$ cat config.mk
export PLATFORM = sky130hd
export DESIGN_NAME = uart_tx
export DESIGN_NICKNAME = d
export VERILOG_FILES = /design/src/rtl/uart_pkg.sv /design/src/rtl/uart_baud_cnt.sv /design/src/rtl/uart_tx.sv
export SDC_FILE = /design/constraint.sdc
export NUM_CORES = 1
export LEC_CHECK = 0
export CAP_MARGIN = 10
export CORE_ASPECT_RATIO = 1.75
export CORE_MARGIN = 2
export CORE_UTILIZATION = 35
export DETAILED_ROUTE_END_ITERATION = 16
export PLACE_DENSITY = 0.54
export REMOVE_ABC_BUFFERS = 1
export SLEW_MARGIN = 10
export SYNTH_ARGS = -nofsm -noshare
export SYNTH_HDL_FRONTEND = slang
export SYNTH_SLANG_ARGS = --single-unit
$ cat constraint.sdc
create_clock -name clk -period 3.15 [get_ports clk]
set_clock_uncertainty 0.15 [all_clocks]
set_input_delay 0.63 -clock clk [delete_from_list [all_inputs] [get_ports clk]]
set_output_delay 0.63 -clock clk [all_outputs]
set_load 0.005 [all_outputs]
$ cat src/rtl/uart_pkg.sv
// Shared definitions for the UART transmitter and receiver: FSM states,
// frame geometry, line levels and the baud divisor calculation.
package uart_pkg;

    typedef enum logic [1:0] {
        ST_IDLE  = 2'd0,
        ST_START = 2'd1,
        ST_DATA  = 2'd2,
        ST_STOP  = 2'd3
    } uart_state_e;

    localparam int   DATA_BITS  = 8;
    localparam logic LINE_IDLE  = 1'b1;
    localparam logic LINE_START = 1'b0;

    // Truncating division; every bit on the line lasts this many clocks.
    function automatic int baud_div(input int fclk, input int fbaud);
        return fclk / fbaud;
    endfunction

endpackage

$ cat src/rtl/uart_baud_cnt.sv
// Loadable bit-width down-counter: load_i restarts a BAUD_DIV-cycle period,
// zero_o is high in the last cycle of that period.
module uart_baud_cnt #(
    parameter int BAUD_DIV = 434
) (
    input  logic clk,
    input  logic rst_n,
    input  logic load_i,
    output logic zero_o
);

    localparam int CW = (BAUD_DIV > 1) ? $clog2(BAUD_DIV) : 1;
    localparam logic [CW-1:0] RELOAD = CW'(BAUD_DIV - 1);
    localparam logic [CW-1:0] ONE    = CW'(1);

    if (BAUD_DIV < 2) begin : g_bad_div
        $error("uart_baud_cnt: BAUD_DIV must be at least 2");
    end

    logic [CW-1:0] cnt_q;
    logic [CW-1:0] cnt_d;
    logic          zero_q;

    // Next count: reload on request, otherwise count down and hold at zero.
    always_comb begin
        cnt_d = cnt_q;
        if (load_i) begin
            cnt_d = RELOAD;
        end else if (cnt_q != '0) begin
            cnt_d = cnt_q - ONE;
        end else begin
            cnt_d = cnt_q;
        end
    end

    // Count register and registered zero flag.
    always_ff @(posedge clk) begin
        if (!rst_n) begin
            cnt_q  <= '0;
            zero_q <= 1'b1;
        end else begin
            cnt_q  <= cnt_d;
            zero_q <= (cnt_d == '0);
        end
    end

    assign zero_o = zero_q;

endmodule

$ cat src/rtl/uart_tx.sv
// 8N1 UART transmitter: accepts a byte in IDLE and serialises start bit,
// eight data bits LSB first and stop bit, each BAUD_DIV clocks long.
module uart_tx
    import uart_pkg::*;
#(
    parameter int fclk  = 50000000,
    parameter int fbaud = 115200
) (
    input  logic       clk,
    input  logic       rst_n,
    input  logic [7:0] tx_data,
    input  logic       tx_start,
    output logic       tx_ready,
    output logic       tx_busy,
    output logic       tx_done,
    output logic       tx
);

    localparam int BAUD_DIV = baud_div(fclk, fbaud);
    localparam logic [2:0] BIT_LAST = 3'(DATA_BITS - 1);

    if (BAUD_DIV < 2) begin : g_bad_div
        $error("uart_tx: fclk/fbaud must be at least 2");
    end

    uart_state_e state_q, state_d;
    logic [7:0]  shift_q, shift_d;
    logic [2:0]  bitcnt_q, bitcnt_d;
    logic        tx_q, tx_d;
    logic        done_q, done_d;
    logic        load_s;
    logic        zero_s;

    uart_baud_cnt #(
        .BAUD_DIV (BAUD_DIV)
    ) u_baud_cnt (
        .clk    (clk),
        .rst_n  (rst_n),
        .load_i (load_s),
        .zero_o (zero_s)
    );

    // Frame sequencing: every bit transition reloads the width counter.
    always_comb begin
        state_d  = state_q;
        shift_d  = shift_q;
        bitcnt_d = bitcnt_q;
        tx_d     = tx_q;
        done_d   = 1'b0;
        load_s   = 1'b0;
        case (state_q)
            ST_IDLE: begin
                tx_d = LINE_IDLE;
                if (tx_start) begin
                    shift_d = tx_data;
                    load_s  = 1'b1;
                    state_d = ST_START;
                    tx_d    = LINE_START;
                end else begin
                    state_d = ST_IDLE;
                end
            end
            ST_START: begin
                tx_d = LINE_START;
                if (zero_s) begin
                    state_d  = ST_DATA;
                    load_s   = 1'b1;
                    bitcnt_d = 3'd0;
                    tx_d     = shift_q[0];
                end else begin
                    state_d = ST_START;
                end
            end
            ST_DATA: begin
                tx_d = shift_q[0];
                if (zero_s) begin
                    load_s = 1'b1;
                    if (bitcnt_q == BIT_LAST) begin
                        state_d = ST_STOP;
                        tx_d    = LINE_IDLE;
                    end else begin
                        // tx must show the new LSB in the same edge as the shift.
                        shift_d  = {1'b0, shift_q[7:1]};
                        bitcnt_d = bitcnt_q + 3'd1;
                        tx_d     = shift_q[1];
                    end
                end else begin
                    state_d = ST_DATA;
                end
            end
            ST_STOP: begin
                tx_d = LINE_IDLE;
                if (zero_s) begin
                    state_d = ST_IDLE;
                    done_d  = 1'b1;
                end else begin
                    state_d = ST_STOP;
                end
            end
            default: begin
                state_d = ST_IDLE;
                tx_d    = LINE_IDLE;
            end
        endcase
    end

    // State, data path and output registers.
    always_ff @(posedge clk) begin
        if (!rst_n) begin
            state_q  <= ST_IDLE;
            shift_q  <= 8'h00;
            bitcnt_q <= 3'd0;
            tx_q     <= LINE_IDLE;
            done_q   <= 1'b0;
        end else begin
            state_q  <= state_d;
            shift_q  <= shift_d;
            bitcnt_q <= bitcnt_d;
            tx_q     <= tx_d;
            done_q   <= done_d;
        end
    end

    assign tx_ready = (state_q == ST_IDLE);
    assign tx_busy  = (state_q != ST_IDLE);
    assign tx_done  = done_q;
    assign tx       = tx_q;

endmodule
==> impl_metrics.toml <==
[logic_synthesis]
ys_top_cells_by_area = "dfxtp_1 (35%), ha_1 (7.1%), mux2i_1 (6.3%)"
synth-edff-count = 0
synth-seq-cells = 25
yosys_most_used_dff = "dfxtp_1"
yosys_warnings = 0
synth_cell_type_count = 47
avgSynthCellArea_um2 = 9.10
ys_seq_area_share_pct = 35.3
synth_top_area_share_pct = 35.3
synth_common_cells = "dfxtp_1 (25), nand2_1 (13), nor2b_1 (10), mux2i_1 (9)"
synthesis.area_mm2 = 0.00142
synth_cells = 156
yosys.area.top_type = "dfxtp_1"
yosysMostFrequentCell = "dfxtp_1"
synthArstFlopShare_pct = 0

[timing]
worst_pin_slew_ns = 0.673
max_slew_margin_pct = 54.8
layout_setup_ws_ns = 0.733
period_share_pct = 76.7
max_freq_mhz = 414
tns_ns = 0
hold_viol = 0
rsz0062_at_grt = "no"
period_needed_ns = 2.42
maxSlewViolCount = 0
setup_viol = 0
whs_ns = 0.322

[floorplanning]
row_count = 30
fp.dieW_um = 52.1
die_y_um = 88.2
core_mm2 = 0.00387
start_util_pct = 36.7
dieArea_mm2 = 0.00460
boundaryPins = 15

[finish]
layout-drive-gt1-share_pct = 11.7
final_nets = 191
fin_area_mm2 = 0.00167
finalNonFillerCells = 219
areaGrowthSynthToFinish_pct = 17.4
n_antenna_cell = 0

[grt]
grt_max_degree = 22
grt_overflow = 0
track_usage_pct = 14.3
first_global_vias = 1120
antenna_found_initial = 0
grt_pass1_wl_mm = 4.93

[cts]
post_cts.repair.setup_buffers = 0
htree_levels = 1
clk_latency_ns = 0.27
cts_tree = "done"
cts_resized = 0
cts_root_buf = "clkbuf_8"
holdBufCountCts = 0
cts_buffers = 3
clock-sinks = 25
clockBufferDepth = 2
clk_pin_slew_ns = 0.09

[place]
pre_cts_slack_ns = 0.737
dp_hpwl_mm = 2.38
detailed_place.area_mm2 = 0.00162
place_congestion = 0.740
port_buffers = 14
placed_cells = 215

[worst_setup_path]
path_cells = "inv_1 -> ha_1 -> nor4b_1 -> mux2_2 -> or4_1 -> o41ai_2"
reg2reg_to = "u_baud_cnt.zero_o"
crit_type = "flip-flop to flip-flop"
slowest_stage = "or4_1"
worst_setup_path_start_kind = "flip-flop"
critical_path.max_stage_delay_ns = 0.52
required_ns = 3.18
path_max_fanout = 7
reg2reg_depth = 6
regToRegSetupSlack_ns = 0.73
r2r-start = "u_baud_cnt.cnt_q[0]"
cp-end-kind = "flip-flop"
arrival_ns = 2.45

[worst_hold_path]
hold_start = "bitcnt_q[1]"
hold_path_class = "flip-flop to flip-flop"
worstHoldEndpoint = "bitcnt_q[1]"
hold_depth = 2

[power_and_ir_drop]
p_leak_nw = 0.688
irDropWorstVdd_mv = 0.277
cellPowerDensity_mw_per_mm2 = 484

[drt]
vias = 1181
ant_nets = 0
wl_per_cell_um = 13.4
via_per_inst = 5.39
route.detailed.drc = 0
dr.pass1.iters = 4
drtIter0Drc = 22
wirelength_mm = 2.95

[run]
cap_violations = 0

[outcome]
outcome = "complete, no violations"
-- critical path: cells and delay by family, from the launching register on --
| kind | cells | cell delay [ns] |
|---|---|---|
| mux | 1 | 0.38 |
| simple gates | 2 | 0.90 |
| fa+ha+maj | 1 | 0.26 |
| compound gates | 1 | 0.20 |
| buf+inv | 1 | 0.10 |
| flops | 1 | 0.35 |
-- cell usage in the layout, fill, tap and decap left out, types with 3 or more instances in the layout --
| master | count |
|---|---|
| dfxtp_1 | 25 |
| clkdlybuf4s50_1 | 14 |
| nand2_1 | 13 |
| nor2b_1 | 10 |
| mux2i_1 | 9 |
| nor2_1 | 8 |
| ha_1 | 8 |
| a21oi_1 | 7 |
| o211a_1 | 6 |
| inv_1 | 5 |
| o21ai_0 | 5 |
| nand2b_1 | 4 |
| nor3_1 | 4 |
| o21a_1 | 4 |
| a21boi_0 | 3 |
| clkbuf_8 | 3 |
| buf_4 | 3 |
-- report_power, final --
| part | switching, mW | leakage (nW) | internal (mW) | total [mW] |
|---|---|---|---|---|
| sequential | 0.0357 | 0.207 | 0.348 | 0.383 |
| combinational | 0.117 | 0.456 | 0.118 | 0.234 |
| clock | 0.100 | 0.0255 | 0.0885 | 0.189 |
-- metrics by stage --
stage	utilization (%)	total power [mW]
CTS	43.1	0.819
detailed placement	41.9	0.628
floorplan	-	0.555
finish	43.1	0.807
global route	43.1	0.859
global placement	41.9	0.624
-- routing by layer --
layer  vias to the layer above  global-route usage, %  routed length, µm
li1                        595                      -                  -
met1                       567                   13.2               1060
met2                        14                   29.1               1770
met3                         5                   1.86                 64
met4                         0                   6.76                 54
met5                         -                      0                  0
-- how the worst max path moves through the flow --
| stage | slack (ns) | depth (start not counted) | to | startpoint |
|---|---|---|---|---|
| 2_1_floorplan | 0.81 | 6 | shift_q[7] | state_q[0] |
| 3_3_place_gp | 0.79 | 6 | u_baud_cnt.zero_o | u_baud_cnt.cnt_q[0] |
| 3_5_place_dp | 0.74 | 6 | u_baud_cnt.zero_o | u_baud_cnt.cnt_q[0] |
| 4_1_cts | 0.73 | 6 | u_baud_cnt.zero_o | u_baud_cnt.cnt_q[0] |
| 5_1_grt | 0.61 | 6 | u_baud_cnt.zero_o | u_baud_cnt.cnt_q[0] |
| 6_report | 0.73 | 6 | u_baud_cnt.zero_o | u_baud_cnt.cnt_q[0] |
-- registers in the layout, indices dropped and copies added (netlist names) --
| signal | count |
|---|---|
| u_baud_cnt.cnt_q | 9 |
| shift_q | 8 |
| bitcnt_q | 3 |
| state_q | 2 |
| tx | 1 |
| tx_done | 1 |
| u_baud_cnt.zero_o | 1 |
-- cells by family after synthesis --
| kind of cell | Yosys count | share of synthesized area, % |
|---|---|---|
| AND/OR/NAND/NOR | 60 | 24.3 |
| AO/OA/AOI/OAI | 40 | 22.0 |
| XOR/XNOR | 2 | 1.23 |
| buffers and inverters | 11 | 2.91 |
| multiplexers | 10 | 7.14 |
| flip-flops | 25 | 35.3 |
| adder cells (fa/ha/maj) | 8 | 7.05 |
-- final cells by class --
cell class,instances,area [µm²]
fill,396,2200
multi-input combinational,120,877
sequential,25,500
timing repair buffer,17,163
tap,48,60.1
clock buffer,3,41.3
inverter,5,18.8
clock inverter,1,5.00
Note: power is estimated with default switching activity, not from simulation.
